===== config.mk =====
export PLATFORM = sky130hd
export DESIGN_NAME = mult_div_unit_flat
export DESIGN_NICKNAME = d
export VERILOG_FILES = /design/src/rtl/mult_div_unit_if.sv /design/src/rtl/mult_div_unit.sv /design/src/flat_wrapper.sv
export SDC_FILE = /design/constraint.sdc
export NUM_CORES = 1
export LEC_CHECK = 0
export ABC_AREA = 1
export BUFFER_PORTS_ARGS = -buffer_cell sky130_fd_sc_hd__buf_2
export CAP_MARGIN = 30
export CORE_UTILIZATION = 45
export DETAILED_ROUTE_END_ITERATION = 8
export PLACE_DENSITY_LB_ADDON = 0.25
export RECOVER_POWER = 50
export SYNTH_ARGS = -nofsm -noshare
export SYNTH_HDL_FRONTEND = slang
export SYNTH_SLANG_ARGS = --single-unit

===== constraint.sdc =====
create_clock -name clk -period 3.2 [get_ports clk]
set_input_delay 0.64 -clock clk [delete_from_list [all_inputs] [get_ports clk]]
set_output_delay 0.64 -clock clk [all_outputs]
set_load 0.02 [all_outputs]

===== src/rtl/mult_div_unit_if.sv =====
// -----------------------------------------------------------------------------
// mult_div_unit_if
// Operand / result bundle between the multicycle control path and the
// iterative multiply/divide unit.
//   SrcA, SrcB : operands (multiplicand/dividend, multiplier/divisor), signed
//   start, op  : request strobe and operation select (0 = MULT, 1 = DIV)
//   HI, LO     : result registers (product high/low, or remainder/quotient)
//   busy       : operation in progress
//   done       : one-cycle completion pulse
//   DIV_ZERO   : one-cycle pulse with done when a DIV had a zero divisor
// master = requester (control unit / bench), slave = mult_div_unit.
// -----------------------------------------------------------------------------
interface mult_div_unit_if #(
    parameter int WIDTH = 32
);
    logic [WIDTH-1:0] SrcA;
    logic [WIDTH-1:0] SrcB;
    logic             start;
    logic             op;
    logic [WIDTH-1:0] HI;
    logic [WIDTH-1:0] LO;
    logic             busy;
    logic             done;
    logic             DIV_ZERO;

    modport master (
        output SrcA, SrcB, start, op,
        input  HI, LO, busy, done, DIV_ZERO
    );

    modport slave (
        input  SrcA, SrcB, start, op,
        output HI, LO, busy, done, DIV_ZERO
    );
endinterface


===== src/rtl/mult_div_unit.sv =====
// -----------------------------------------------------------------------------
// mult_div_unit
// Iterative signed MULT / DIV unit producing the HI/LO pair for the multicycle
// MIPS datapath.
//   clk    : rising-edge clock
//   reset  : asynchronous, active-low; clears control state and HI/LO
//   bus    : mult_div_unit_if.slave (operands, start/op, HI/LO, busy, done,
//            DIV_ZERO)
// MULT: radix-2 Booth, WIDTH iterations over a {acc, multiplier, q-1} register.
// DIV : restoring division on operand magnitudes, WIDTH iterations, followed by
//       a sign fix (quotient truncates toward zero, remainder follows dividend).
// Latency: result and done one edge after the last iteration (33 edges after
// the start edge for WIDTH = 32); divide-by-zero completes after one edge.
// -----------------------------------------------------------------------------
module mult_div_unit #(
    parameter int WIDTH = 32
) (
    input  logic            clk,
    input  logic            reset,
    mult_div_unit_if.slave  bus
);
    localparam int W  = WIDTH;
    localparam int RW = 2 * WIDTH + 1;

    typedef enum logic [1:0] {
        IDLE = 2'd0,
        MULT = 2'd1,
        DIV  = 2'd2,
        DONE = 2'd3
    } state_t;

    // Control state (reset)
    state_t         state_q,    state_d;
    logic [5:0]     cnt_q,      cnt_d;
    logic [W-1:0]   hi_q,       hi_d;
    logic [W-1:0]   lo_q,       lo_d;
    logic           done_q,     done_d;
    logic           dz_q,       dz_d;

    // Datapath working registers (loaded on every accepted start, no reset)
    logic [RW-1:0]  work_q,     work_d;     // MULT: {acc, mplier, q-1}; DIV: {0, rem, quot}
    logic [W-1:0]   mcand_q,    mcand_d;    // MULT: multiplicand; DIV: |divisor|
    logic           neg_quot_q, neg_quot_d;
    logic           neg_rem_q,  neg_rem_d;
    logic           bzero_q,    bzero_d;

    logic           take_start;

    // Two's-complement magnitude; the most negative value maps to 2^(W-1),
    // which is still representable as an unsigned W-bit number.
    function automatic logic [W-1:0] magnitude(input logic [W-1:0] v);
        return v[W-1] ? -v : v;
    endfunction

    function automatic logic [W-1:0] apply_sign(input logic [W-1:0] v, input logic neg);
        return neg ? -v : v;
    endfunction

    // One Booth step. The add/subtract is done one bit wider than acc so the
    // shift-in bit is correct even when the multiplicand is -2^(W-1); the
    // shifted result then fits back into the W-bit accumulator.
    function automatic logic [RW-1:0] booth_step(input logic [RW-1:0] r, input logic [W-1:0] m);
        logic signed [W:0] acc_x;
        logic signed [W:0] m_x;
        logic signed [W:0] sum;
        acc_x = signed'({r[RW-1], r[RW-1:W+1]});
        m_x   = signed'({m[W-1], m});
        case (r[1:0])
            2'b01:   sum = acc_x + m_x;
            2'b10:   sum = acc_x - m_x;
            default: sum = acc_x;
        endcase
        return {sum, r[W:1]};
    endfunction

    // One restoring-division step: shift {rem, quot} left, trial-subtract the
    // divisor from the (W+1)-bit shifted remainder, record the quotient bit.
    // When the subtraction succeeds the true difference is below 2^W, so the
    // low W bits of a W-bit subtract are exact.
    function automatic logic [RW-1:0] div_step(input logic [RW-1:0] r, input logic [W-1:0] d);
        logic [W:0]   rem_sh;
        logic [W-1:0] diff;
        logic         take;
        rem_sh = r[2*W-1:W-1];
        take   = (rem_sh >= {1'b0, d});
        diff   = rem_sh[W-1:0] - d;
        return {r[RW-1], (take ? diff : rem_sh[W-1:0]), r[W-2:0], take};
    endfunction

    // A start is accepted in IDLE and also on the edge that leaves DONE, so
    // back-to-back operations issue every 34 cycles.
    assign take_start = bus.start && ((state_q == IDLE) || (state_q == DONE));

    always_comb begin
        state_d    = state_q;
        cnt_d      = cnt_q;
        hi_d       = hi_q;
        lo_d       = lo_q;
        done_d     = 1'b0;
        dz_d       = 1'b0;
        work_d     = work_q;
        mcand_d    = mcand_q;
        neg_quot_d = neg_quot_q;
        neg_rem_d  = neg_rem_q;
        bzero_d    = bzero_q;

        case (state_q)
            IDLE: begin
                state_d = IDLE;
            end
            MULT: begin
                if (cnt_q == 6'(W)) begin
                    state_d = DONE;
                    done_d  = 1'b1;
                    hi_d    = work_q[RW-1:W+1];
                    lo_d    = work_q[W:1];
                end else begin
                    work_d = booth_step(work_q, mcand_q);
                    cnt_d  = cnt_q + 6'd1;
                end
            end
            DIV: begin
                if (bzero_q) begin
                    // HI/LO keep their previous values on divide-by-zero.
                    state_d = DONE;
                    done_d  = 1'b1;
                    dz_d    = 1'b1;
                end else if (cnt_q == 6'(W)) begin
                    state_d = DONE;
                    done_d  = 1'b1;
                    hi_d    = apply_sign(work_q[2*W-1:W], neg_rem_q);
                    lo_d    = apply_sign(work_q[W-1:0], neg_quot_q);
                end else begin
                    work_d = div_step(work_q, mcand_q);
                    cnt_d  = cnt_q + 6'd1;
                end
            end
            DONE: begin
                state_d = IDLE;
            end
            default: begin
                state_d = IDLE;
            end
        endcase

        if (take_start) begin
            cnt_d = 6'd0;
            if (!bus.op) begin
                state_d = MULT;
                mcand_d = bus.SrcA;
                work_d  = {{W{1'b0}}, bus.SrcB, 1'b0};
            end else begin
                state_d    = DIV;
                mcand_d    = magnitude(bus.SrcB);
                work_d     = {{(W+1){1'b0}}, magnitude(bus.SrcA)};
                neg_quot_d = bus.SrcA[W-1] ^ bus.SrcB[W-1];
                neg_rem_d  = bus.SrcA[W-1];
                bzero_d    = (bus.SrcB == '0);
            end
        end
    end

    always_ff @(posedge clk or negedge reset) begin
        if (!reset) begin
            state_q <= IDLE;
            cnt_q   <= 6'd0;
            hi_q    <= '0;
            lo_q    <= '0;
            done_q  <= 1'b0;
            dz_q    <= 1'b0;
        end else begin
            state_q <= state_d;
            cnt_q   <= cnt_d;
            hi_q    <= hi_d;
            lo_q    <= lo_d;
            done_q  <= done_d;
            dz_q    <= dz_d;
        end
    end

    always_ff @(posedge clk) begin
        work_q     <= work_d;
        mcand_q    <= mcand_d;
        neg_quot_q <= neg_quot_d;
        neg_rem_q  <= neg_rem_d;
        bzero_q    <= bzero_d;
    end

    assign bus.HI       = hi_q;
    assign bus.LO       = lo_q;
    assign bus.busy     = (state_q == MULT) || (state_q == DIV);
    assign bus.done     = done_q;
    assign bus.DIV_ZERO = dz_q;

endmodule

===== src/flat_wrapper.sv =====
// flat-port wrapper written by rule: the top's interface ports become plain ports
module mult_div_unit_flat 
#(
    parameter int WIDTH = 32
)
  (clk, reset, bus_SrcA, bus_SrcB, bus_start, bus_op, bus_HI, bus_LO, bus_busy, bus_done, bus_DIV_ZERO);
  mult_div_unit_if #(.WIDTH(WIDTH)) bus_i ();
  input  logic clk;
  input  logic reset;
  input wire logic [$bits(bus_i.SrcA)-1:0] bus_SrcA;
  input wire logic [$bits(bus_i.SrcB)-1:0] bus_SrcB;
  input wire logic [$bits(bus_i.start)-1:0] bus_start;
  input wire logic [$bits(bus_i.op)-1:0] bus_op;
  output wire logic [$bits(bus_i.HI)-1:0] bus_HI;
  output wire logic [$bits(bus_i.LO)-1:0] bus_LO;
  output wire logic [$bits(bus_i.busy)-1:0] bus_busy;
  output wire logic [$bits(bus_i.done)-1:0] bus_done;
  output wire logic [$bits(bus_i.DIV_ZERO)-1:0] bus_DIV_ZERO;
  assign bus_i.SrcA = bus_SrcA;
  assign bus_i.SrcB = bus_SrcB;
  assign bus_i.start = bus_start;
  assign bus_i.op = bus_op;
  assign bus_HI = bus_i.HI;
  assign bus_LO = bus_i.LO;
  assign bus_busy = bus_i.busy;
  assign bus_done = bus_i.done;
  assign bus_DIV_ZERO = bus_i.DIV_ZERO;
  mult_div_unit #(.WIDTH(WIDTH)) u_core (.clk(clk), .reset(reset), .bus(bus_i));
endmodule

# [Yosys cells after proc, flatten, opt, wreduce, memory -nomap -nowiden]
# Index checks and enable logic that the tools add are counted.
[word_totals] register_bits=174 in_bits=68 out_inout_bits=67 wordCells=86
[op_classes] addsub=8 order_cmp=1 n_eq_ne=14 muxes=35 n_bitwise=1 n_reduce_logical=15
[op_table] cell="2-to-1 mux 32 bit" count=12
[op_table] cell="2-to-1 mux 65 bit" count=3
[op_table] cell="case mux 65 bit (2 select lines)" count=1
[op_table] cell="negation 32 bit" count=4
[op_table] cell="case mux 32 bit (2 select lines)" count=2
[op_table] cell="case mux 33 bit (2 select lines)" count=1
[op_table] cell="2-to-1 mux 64 bit" count=1
[op_table] cell="adder 32 x 32 -> 33 bit" count=1
[op_table] cell="greater-or-equal comparator 33 x 32 -> 1 bit" count=1
[op_table] cell="2-to-1 mux 33 bit" count=1
[op_table] cell="subtractor 32 x 32 -> 33 bit" count=1
[op_table] cell="zero test 32 bit" count=1
[op_table] cell="subtractor 32 bit" count=1
[op_table] cell="2-to-1 mux 6 bit" count=3
[op_table] cell="case mux 6 bit (2 select lines)" count=1
[op_table] cell="AND reduction 4 bit" count=3
[op_table] cell="2-to-1 mux 2 bit" count=4
[op_table] cell="inequality test 2 x 1 -> 1 bit (second input constant)" count=4
[op_table] cell="adder 6 x 1 -> 6 bit (second input constant)" count=1
[op_table] cell="equality test 2 bit (second input constant)" count=3
[op_table] cell="equality test 6 bit (second input constant)" count=1
[op_table] cell="inequality test 3 x 2 -> 1 bit (second input constant)" count=2
[op_table] cell="case mux 2 bit (3 select lines)" count=1
[op_table] cell="nonzero test 3 bit" count=2
[op_table] cell="12 further kinds" count=19

# [Logic depth before layout (Yosys ltp)]
# Gate-level depths: netlist of run 1.
[depth] word_depth=6 ltp_mapped=24

# [Worst setup path before layout of run 1]
# OpenSTA, ideal clock, no wires.
[synth_path] path_type="reg-to-reg" startpoint="register u_core.work_q[1]" endpoint="register u_core.work_q[64] (data pin)" setup_ns=0.251 t_arrival_ns=2.855 setup_slack_ns=0.094 stages_incl_launch_ff=19 path_buffers=2 synth_period_minus_slack_ns=3.106 cell_sequence="edfxtp_1 -> ha_1 -> inv_1 -> clkbuf_1 -> clkbuf_1 -> nand2_1 -> xor2_1 -> inv_1 -> ha_1 -> nand2_1 -> or2_2 -> nand3_1 -> nand3_1 -> nand3_1 -> nand2_1 -> nand2_1 -> nand3_1 -> nand2_1 -> nor2_1"
[synth_via] elab_chain_cells=5
[synth_rtl] item="start, declared" line_no="mult_div_unit.sv:41" source="logic [RW-1:0] work_q, work_d;"
[synth_rtl] item="start signal, assigned" line_no="mult_div_unit.sv:182" source="work_q <= work_d;"
[synth_rtl] item="equality test 2 bit or equality test 2 x 1 -> 1 bit (tied branches)" line_no="mult_div_unit.sv:68" source="case (r[1:0])"
[synth_rtl] item="case mux 33 bit (2 select lines) *" line_no="mult_div_unit.sv:68"
[synth_rtl] item="2-to-1 mux 65 bit *" line_no="mult_div_unit.sv:112" source="if (cnt_q == 6'(W)) begin"
[synth_rtl] item="case mux 65 bit (2 select lines) *" line_no="mult_div_unit.sv:107" source="case (state_q)"
[synth_rtl] item="2-to-1 mux 65 bit *" line_no="mult_div_unit.sv:146" source="if (take_start) begin"
# Every way passes the cells marked *; elsewhere a longest branch is shown, timed or not. The select of a mux whose other input is x is not followed.
# A chain may end at the register's enable or synchronous reset.

# [Worst setup path after layout of run 1]
[layout_path] startpoint="register u_core.mcand_q[1]" endpoint="register u_core.work_q[56] (data pin)"
[layout_via] elab_chain_cells=6
[layout_rtl] item="start, declared" line_no="mult_div_unit.sv:42" source="logic [W-1:0] mcand_q, mcand_d;"
[layout_rtl] item="start signal, assigned" line_no="mult_div_unit.sv:183" source="mcand_q <= mcand_d;"
[layout_rtl] item="subtractor 32 bit or greater-or-equal comparator 33 x 32 -> 1 bit (tied branches)" line_no="mult_div_unit.sv:86, mult_div_unit.sv:85"
[layout_rtl] item="2-to-1 mux 32 bit" line_no="mult_div_unit.sv:87" source="return {r[RW-1], (take ? diff : rem_sh[W-1:0]), r[W-2:0], take};"
[layout_rtl] item="2-to-1 mux 64 bit" line_no="mult_div_unit.sv:128" source="end else if (cnt_q == 6'(W)) begin"
[layout_rtl] item="2-to-1 mux 65 bit" line_no="mult_div_unit.sv:123" source="if (bzero_q) begin"
[layout_rtl] item="case mux 65 bit (2 select lines) *" line_no="mult_div_unit.sv:107"
[layout_rtl] item="2-to-1 mux 65 bit *" line_no="mult_div_unit.sv:146"
# Marks and branches as above.

==> results of run 1 <==
==> Yosys cell counts (3+ instances only) <==
library cell,count,share of area (%)
a21boi_0,4,0.17
a21oi_1,160,4.6
a2bb2oi_1,19,0.95
a31oi_1,19,0.68
and2_1,3,0.11
buf_1,6,0.13
buf_2,14,0.40
buf_6,8,0.51
clkbuf_1,62,1.3
dfrtp_1,74,11
edfxtp_1,100,17
ha_1,74,5.3
inv_1,370,7.9
inv_2,9,0.19
nand2_1,810,17
nand2_2,7,0.25
nand3_1,259,7.4
nand3_2,5,0.29
nand3b_1,16,0.69
nand4_1,21,0.75
nor2_1,263,5.6
nor2_2,12,0.43
nor2_4,3,0.19
nor3_1,46,1.3
nor3_2,4,0.23
nor3_4,3,0.28
nor3b_1,4,0.17
nor4_1,16,0.57
o211ai_1,18,0.77
o21a_1,13,0.56
o21ai_0,165,4.7
o21ai_1,8,0.23
o21bai_1,9,0.39
o221ai_1,14,0.70
o22ai_1,22,0.78
o31ai_1,8,0.34
or2_2,17,0.61
xnor2_1,16,0.80
xor2_1,72,3.6
==> worst reg2reg max path, cell delays in order, from the launching register on <==
cell and delay [ns]:
edfxtp_1 0.41, inv_2 0.11, ha_4 0.14, nand2_2 0.05, nor2_2 0.09, nand2_1 0.09, nor2_2 0.13, nand3b_1 0.17
buf_4 0.19, o21ai_2 0.11, xor2_1 0.23, ha_1 0.28, nand2_4 0.10, buf_12 0.14, nor4_4 0.30, nand2_1 0.13
nand4_1 0.13, nand3_2 0.12, nand2_1 0.10, a21oi_1 0.06
==> metrics by stage <==
step / worst slack, ns / util [%] / std cells / power [mW]
5_1_grt: -0.353 / 55.7 / 3546 / 29.6
6_report: -0.142 / 55.7 / 3546 / 27.6
3_5_place_dp: -0.271 / 52.0 / 3500 / 22.7
2_1_floorplan: 0.0937 / - / 2773 / 15.5
3_3_place_gp: -0.216 / 51.9 / 3499 / 22.5
4_1_cts: -0.0544 / 54.2 / 3537 / 25.5
==> sequential cells by signal (all words and copies together), names as in the netlist <==
name and count:
u_core.work_q 65, u_core.bus.HI 32, u_core.bus.LO 32, u_core.mcand_q 32, u_core.cnt_q 6, u_core.state_q 2
u_core.bus.DIV_ZERO 1, u_core.bus.done 1, u_core.bzero_q 1, u_core.neg_quot_q 1, u_core.neg_rem_q 1
==> metal layers <==
| metal | vias up | track usage, % | wire (um) |
|---|---|---|---|
| li1 | 9643 | - | - |
| met1 | 9140 | 40.4 | 27100 |
| met2 | 793 | 63.2 | 34600 |
| met3 | 247 | 4.35 | 3630 |
| met4 | 0 | 32.8 | 7390 |
| met5 | - | 0 | 0 |
==> kinds of logic after synthesis <==
logic type / after synthesis
xor gates and xnor gates: 88
DFF: 174
and+or+nand+nor: 1492
AOI/OAI and AO/OA: 471
adders and majority gates: 76
buffers and inverters: 472
==> worst max-delay path by stage <==
| stage | cells after the start | start | slack, ns | to |
|---|---|---|---|---|
| floorplan | 18 | u_core.work_q[1] | 0.09 | u_core.work_q[64] |
| global placement | 23 | u_core.mcand_q[1] | -0.22 | u_core.work_q[61] |
| detailed placement | 23 | u_core.mcand_q[1] | -0.27 | u_core.work_q[61] |
| CTS | 23 | u_core.mcand_q[1] | -0.05 | u_core.work_q[59] |
| global route | 24 | u_core.mcand_q[1] | -0.35 | u_core.work_q[59] |
| finish | 19 | u_core.mcand_q[1] | -0.14 | u_core.work_q[56] |
==> final cells by class <==
type	count	area, um2	area share [%]
timing repair buffer	321	2020	9.55
clock buffer	19	433	2.04
clock inverter	13	121	0.573
sequential	174	4850	22.9
tap	511	639	3.02
multi-input combinational	2127	11700	55.2
inverter	381	1430	6.75
==> where the power goes <==
group          switching, mW  internal [mW]  total, mW
registers              0.944           3.57       4.51
logic                   13.6           7.44       21.1
clock network           1.00           1.03       2.03
total                   15.6           12.0       27.6
==> timing repair <==
item	CTS	global route
cloned	0	0
resized for setup	82	151
pin swaps	21	53
setup buffers	6	10
endpoints found under the setup margin	20	27
hold buffers	0	0
==> results.sh, run 1 <==
export IMPL_status="complete, but fails checks"
export IMPL_violations="max-capacitance violations, max-slew violations, negative setup slack"
export IMPL_layout_commonest_cell="nand2_1"
export IMPL_synth_cell_types=55
export IMPL_reg2reg_depth=19
export IMPL_synth_ff_type="edfxtp_1"
export IMPL_cts_buffers=17
export IMPL_max_slew_margin_pct=-20.6
export IMPL_tns_ns=-1.13
export IMPL_syn_inst=2773
export IMPL_cp_num_buf_inv=3
export IMPL_grt_pass1_wl_um=109000
export IMPL_crit_slowest_cell="edfxtp_1"
export IMPL_cp_arrival_ns=3.52
export IMPL_synth_top_family_by_area="simple AND/OR/NAND/NOR gates"
export IMPL_routed_wl_um=72700
export IMPL_clk_pin_slew_ns=0.07
export IMPL_ys_ff_latch=174
export IMPL_fin_area_um2=21200
export IMPL_chipHeight_um=199
export IMPL_rsz0062_at_grt="yes"
export IMPL_cts_root_buf="clkbuf_16"
export IMPL_muxShareOfSynthArea_pct=0
export IMPL_grt_pass1_vias=19278
export IMPL_path_class="reg -> reg"
export IMPL_core_area_um2=38000
export IMPL_power_leakage_nw=10.3
export IMPL_postRouteAntennaNets=0
export IMPL_yosysWarnings=0
export IMPL_final_nets=3166
export IMPL_yosysSeqAreaShare_pct=27.7
export IMPL_viasPerCell=5.59
export IMPL_synth_area_per_cell_um2=6.32
export IMPL_startpoint_type="register"
export IMPL_synth_async_reset_ratio_pct=42.5
export IMPL_synthToLayoutAreaGrowth_pct=20.9
export IMPL_critPathCaptureType="register"
export IMPL_min_to="u_core.bus.HI[2]"
export IMPL_finalWeightedCongestion=1.03
export IMPL_drive_gt1_share_pct=16.6
export IMPL_hold_worst_slack_ns=0.473
export IMPL_path_cells="inv_2 -> ha_4 -> nand2_2 -> nor2_2 -> nand2_1 -> nor2_2 -> nand3b_1 -> buf_4 -> o21ai_2 -> xor2_1 -> ha_1 -> nand2_4 -> buf_12 -> nor4_4 -> nand2_1 -> nand4_1 -> nand3_2 -> nand2_1 -> a21oi_1"
export IMPL_slowest_delay_ns=0.41
export IMPL_drc_errors=0
export IMPL_yosys_area_share_simple_pct=36.4
export IMPL_cp_top_family="simple AND/OR/NAND/NOR gates"
export IMPL_fmax_mhz=299
export IMPL_min_from="u_core.bus.HI[2]"
export IMPL_htree_levels=4
export IMPL_cp_max_fo=4
export IMPL_vias=19823
export IMPL_dieArea_um2=39800
export IMPL_portBuffers=134
export IMPL_worst_path_most_repeated_cell="nand2_1"
export IMPL_final_cell_mix="758 x nand2_1, 357 x inv_1, 247 x nand3_1, 246 x nor2_1, 173 x buf_4"
export IMPL_clock_skew_ns=0.0218
export IMPL_cts_buffer_depth=2
export IMPL_io_pins=135
export IMPL_clk_insertion_delay_late_ns=0.46
export IMPL_clkSinkCount=174
export IMPL_wl_per_cell_um=20.5
export IMPL_rows=71
export IMPL_synth_xor_area_share_pct=4.40
export IMPL_synth_edf_count=100
export IMPL_r2r_slack_ns=-0.14
export IMPL_antenna_found_initial=0
export IMPL_grt_max_degree=94
export IMPL_synth_fa_ha_area_share_pct=5.51
export IMPL_synth_cell_area_um2=17500
export IMPL_chipWidth_um=199
export IMPL_finalCriticalPeriod_ns=3.34
export IMPL_hold_path_class="reg -> reg"
export IMPL_drtPass1Iterations=6
export IMPL_n_antenna_cell=0
export IMPL_grt_overflow_total=0
export IMPL_start_util_pct=46.1
export IMPL_drv_cap=1
export IMPL_slew_viol_final=75
export IMPL_holdPathStages=2
export IMPL_dp_hpwl_um=59100
export IMPL_track_usage_pct=36.9
export IMPL_finalCritPeriodShare_pct=104
export IMPL_worst_r2r_startpoint="u_core.mcand_q[1]"
export IMPL_fillers=3914
export IMPL_timing_rr_end="u_core.work_q[56]"
export IMPL_power_density_nw_per_um2=1300
export IMPL_synth_fp_nets=2917
export IMPL_setup_slack_ns=-0.142
export IMPL_final_hold_viol_count=0
export IMPL_synth_compound_area_share_pct=15.4
export IMPL_cts_tree="built"
export IMPL_drtIter0Drc=1688
export IMPL_crit_required_ns=3.38
export IMPL_placed_cell_area_um2=19800
export IMPL_worst_slew_pin_slew_ns=1.81
export IMPL_setup_viol=14
export IMPL_ir_drop_uv=691
No activity file was read; power rests on OpenSTA's default activity.
==> inputs of run 2 (changes only) <==
- CTS_BUF_LIST: not set -> sky130_fd_sc_hd__clkbuf_4 sky130_fd_sc_hd__clkbuf_8 sky130_fd_sc_hd__clkbuf_16
==> results.sh, run 2 (synthesized netlist as in run 1, its figures left out) <==
export IMPL_cts_buffer_depth=2
export IMPL_drv_cap=1
export IMPL_r2r_slack_ns=-0.14
export IMPL_critPathCaptureType="register"
export IMPL_max_slew_margin_pct=-21.3
export IMPL_crit_end="u_core.work_q[56]"
export IMPL_worst_slew_pin_slew_ns=1.82
export IMPL_grt_max_degree=94
export IMPL_power_leakage_nw=10.3
export IMPL_instances_no_fill=3546
export IMPL_power_total_mw=27.7
export IMPL_htree_levels=4
export IMPL_dieArea_um2=39800
export IMPL_drtIter0Drc=1722
export IMPL_cts_root_buf="clkbuf_16"
export IMPL_top_register="u_core.work_q"
export IMPL_largest_reg_flops=65
export IMPL_rsz0062_at_grt="yes"
export IMPL_vias=19817
export IMPL_placed_cell_area_um2=19800
export IMPL_portBuffers=134
export IMPL_drive_gt1_share_pct=16.7
export IMPL_ir_drop_uv=696
export IMPL_cp_arrival_ns=3.52
export IMPL_top_usage_layer="met2"
export IMPL_drc_errors=0
export IMPL_grt_pass1_wl_um=109000
export IMPL_setup_viol=14
export IMPL_dp_hpwl_um=59100
export IMPL_wl_per_cell_um=20.6
export IMPL_met2_usage_pct=63.4
export IMPL_timing_rr_end="u_core.work_q[56]"
export IMPL_fin_area_um2=21200
export IMPL_power_density_nw_per_um2=1310
export IMPL_hold_worst_slack_ns=0.473
export IMPL_drtPass1Iterations=6
export IMPL_io_pins=135
export IMPL_chipHeight_um=199
export IMPL_finalWeightedCongestion=1.03
export IMPL_grt_pass1_vias=19295
export IMPL_dp_cells=3500
export IMPL_setup_slack_ns=-0.140
export IMPL_final_hold_viol_count=0
export IMPL_cts_tree="built"
export IMPL_clk_pin_slew_ns=0.07
export IMPL_synthToLayoutAreaGrowth_pct=20.9
export IMPL_worst_r2r_startpoint="u_core.mcand_q[1]"
export IMPL_finalCriticalPeriod_ns=3.34
export IMPL_startpoint="u_core.mcand_q[1]"
export IMPL_clock_skew_ns=0.0247
export IMPL_met1_usage_pct=40.3
export IMPL_fin_util_pct=55.8
export IMPL_fmax_mhz=299
export IMPL_routed_wl_um=72900
export IMPL_reg2reg_depth=19
export IMPL_layout_commonest_cell="nand2_1"
export IMPL_core_area_um2=38000
export IMPL_cp_max_fo=4
export IMPL_rows=71
export IMPL_hold_path_class="reg -> reg"
export IMPL_postRouteAntennaNets=0
export IMPL_start_util_pct=46.1
export IMPL_final_nets=3166
export IMPL_grtUsageMet3_pct=4.54
export IMPL_crit_required_ns=3.38
export IMPL_status="complete, but fails checks"
export IMPL_viasPerCell=5.59
export IMPL_grt_overflow_total=0
export IMPL_final_cell_mix="758 x nand2_1, 357 x inv_1, 247 x nand3_1, 246 x nor2_1, 173 x buf_4"
export IMPL_finalCritPeriodShare_pct=104
export IMPL_cts_buffers=17
export IMPL_antenna_found_initial=0
export IMPL_violations="max-capacitance violations, max-slew violations, negative setup slack"
export IMPL_n_antenna_cell=0
export IMPL_startpoint_type="register"
export IMPL_chipWidth_um=199
export IMPL_slew_viol_final=75
export IMPL_path_class="reg -> reg"
export IMPL_clk_insertion_delay_late_ns=0.46
export IMPL_track_usage_pct=37.0
export IMPL_clkSinkCount=174
-- run 2: cell counts in the layout (fill, tap and decap cells not counted) --
No cell type changed its count.
-- run 2: what timing repair did --
item,CTS,global route
pin swaps,21,53
resized for setup,82,151
hold buffers,0,0
setup buffers,6,10
setup endpoints to repair,20,28
-- run 2: worst max-delay path, cell delays in order (launching register included) --
cell	delay, ns
edfxtp_1	0.41
inv_2	0.11
ha_4	0.13
nand2_2	0.05
nor2_2	0.09
nand2_1	0.09
nor2_2	0.13
nand3b_1	0.18
buf_4	0.19
o21ai_2	0.11
xor2_1	0.23
ha_1	0.28
nand2_4	0.10
buf_12	0.14
nor4_4	0.30
nand2_1	0.13
nand4_1	0.13
nand3_2	0.11
nand2_1	0.10
a21oi_1	0.06
-- run 2: area by class of cell --
class / instances / area, um2
Tap cell: 511 / 639
Clock buffer: 19 / 440
Fill cell: 3915 / 16800
Clock inverter: 13 / 121
Inverter: 381 / 1430
Sequential cell: 174 / 4850
Timing Repair Buffer: 321 / 2020
Multi-Input combinational cell: 2127 / 11700
-- run 2: how the worst min path moves through the flow --
stage / startpoint / to / slack (ns) / cells after the start
final: u_core.bus.HI[2] / u_core.bus.HI[2] / 0.47 / 2
after global routing: u_core.bus.HI[2] / u_core.bus.HI[2] / 0.50 / 2
after CTS: reset / u_core.bus.HI[26] / 0.34 / 1
after detailed placement: u_core.bus.HI[2] / u_core.bus.HI[2] / 0.46 / 2
after global placement: u_core.bus.HI[2] / u_core.bus.HI[2] / 0.45 / 2
after floorplan: reset / u_core.bus.DIV_ZERO / 0.34 / 0
-- run 2: stage by stage --
stage          setup TNS, ns  worst slack [ns]
2_1_floorplan              0            0.0937
3_3_place_gp           -1.57            -0.216
3_5_place_dp           -2.83            -0.271
4_1_cts               -0.406           -0.0544
5_1_grt                -5.22            -0.353
6_report               -1.16            -0.140
-- run 2: power breakdown --
group	switching, mW	leakage, nW	total [mW]	internal, mW
sequential	0.943	2.02	4.51	3.57
clock	1.00	0.274	2.05	1.05
combinational	13.7	8.05	21.1	7.44
-- run 2: metal layers --
layer | part of all wire (%) | up-vias
met5 | 0 | -
met4 | 9.8 | 0
met3 | 5.3 | 238
met2 | 48 | 788
met1 | 37 | 9156
li1 | - | 9635
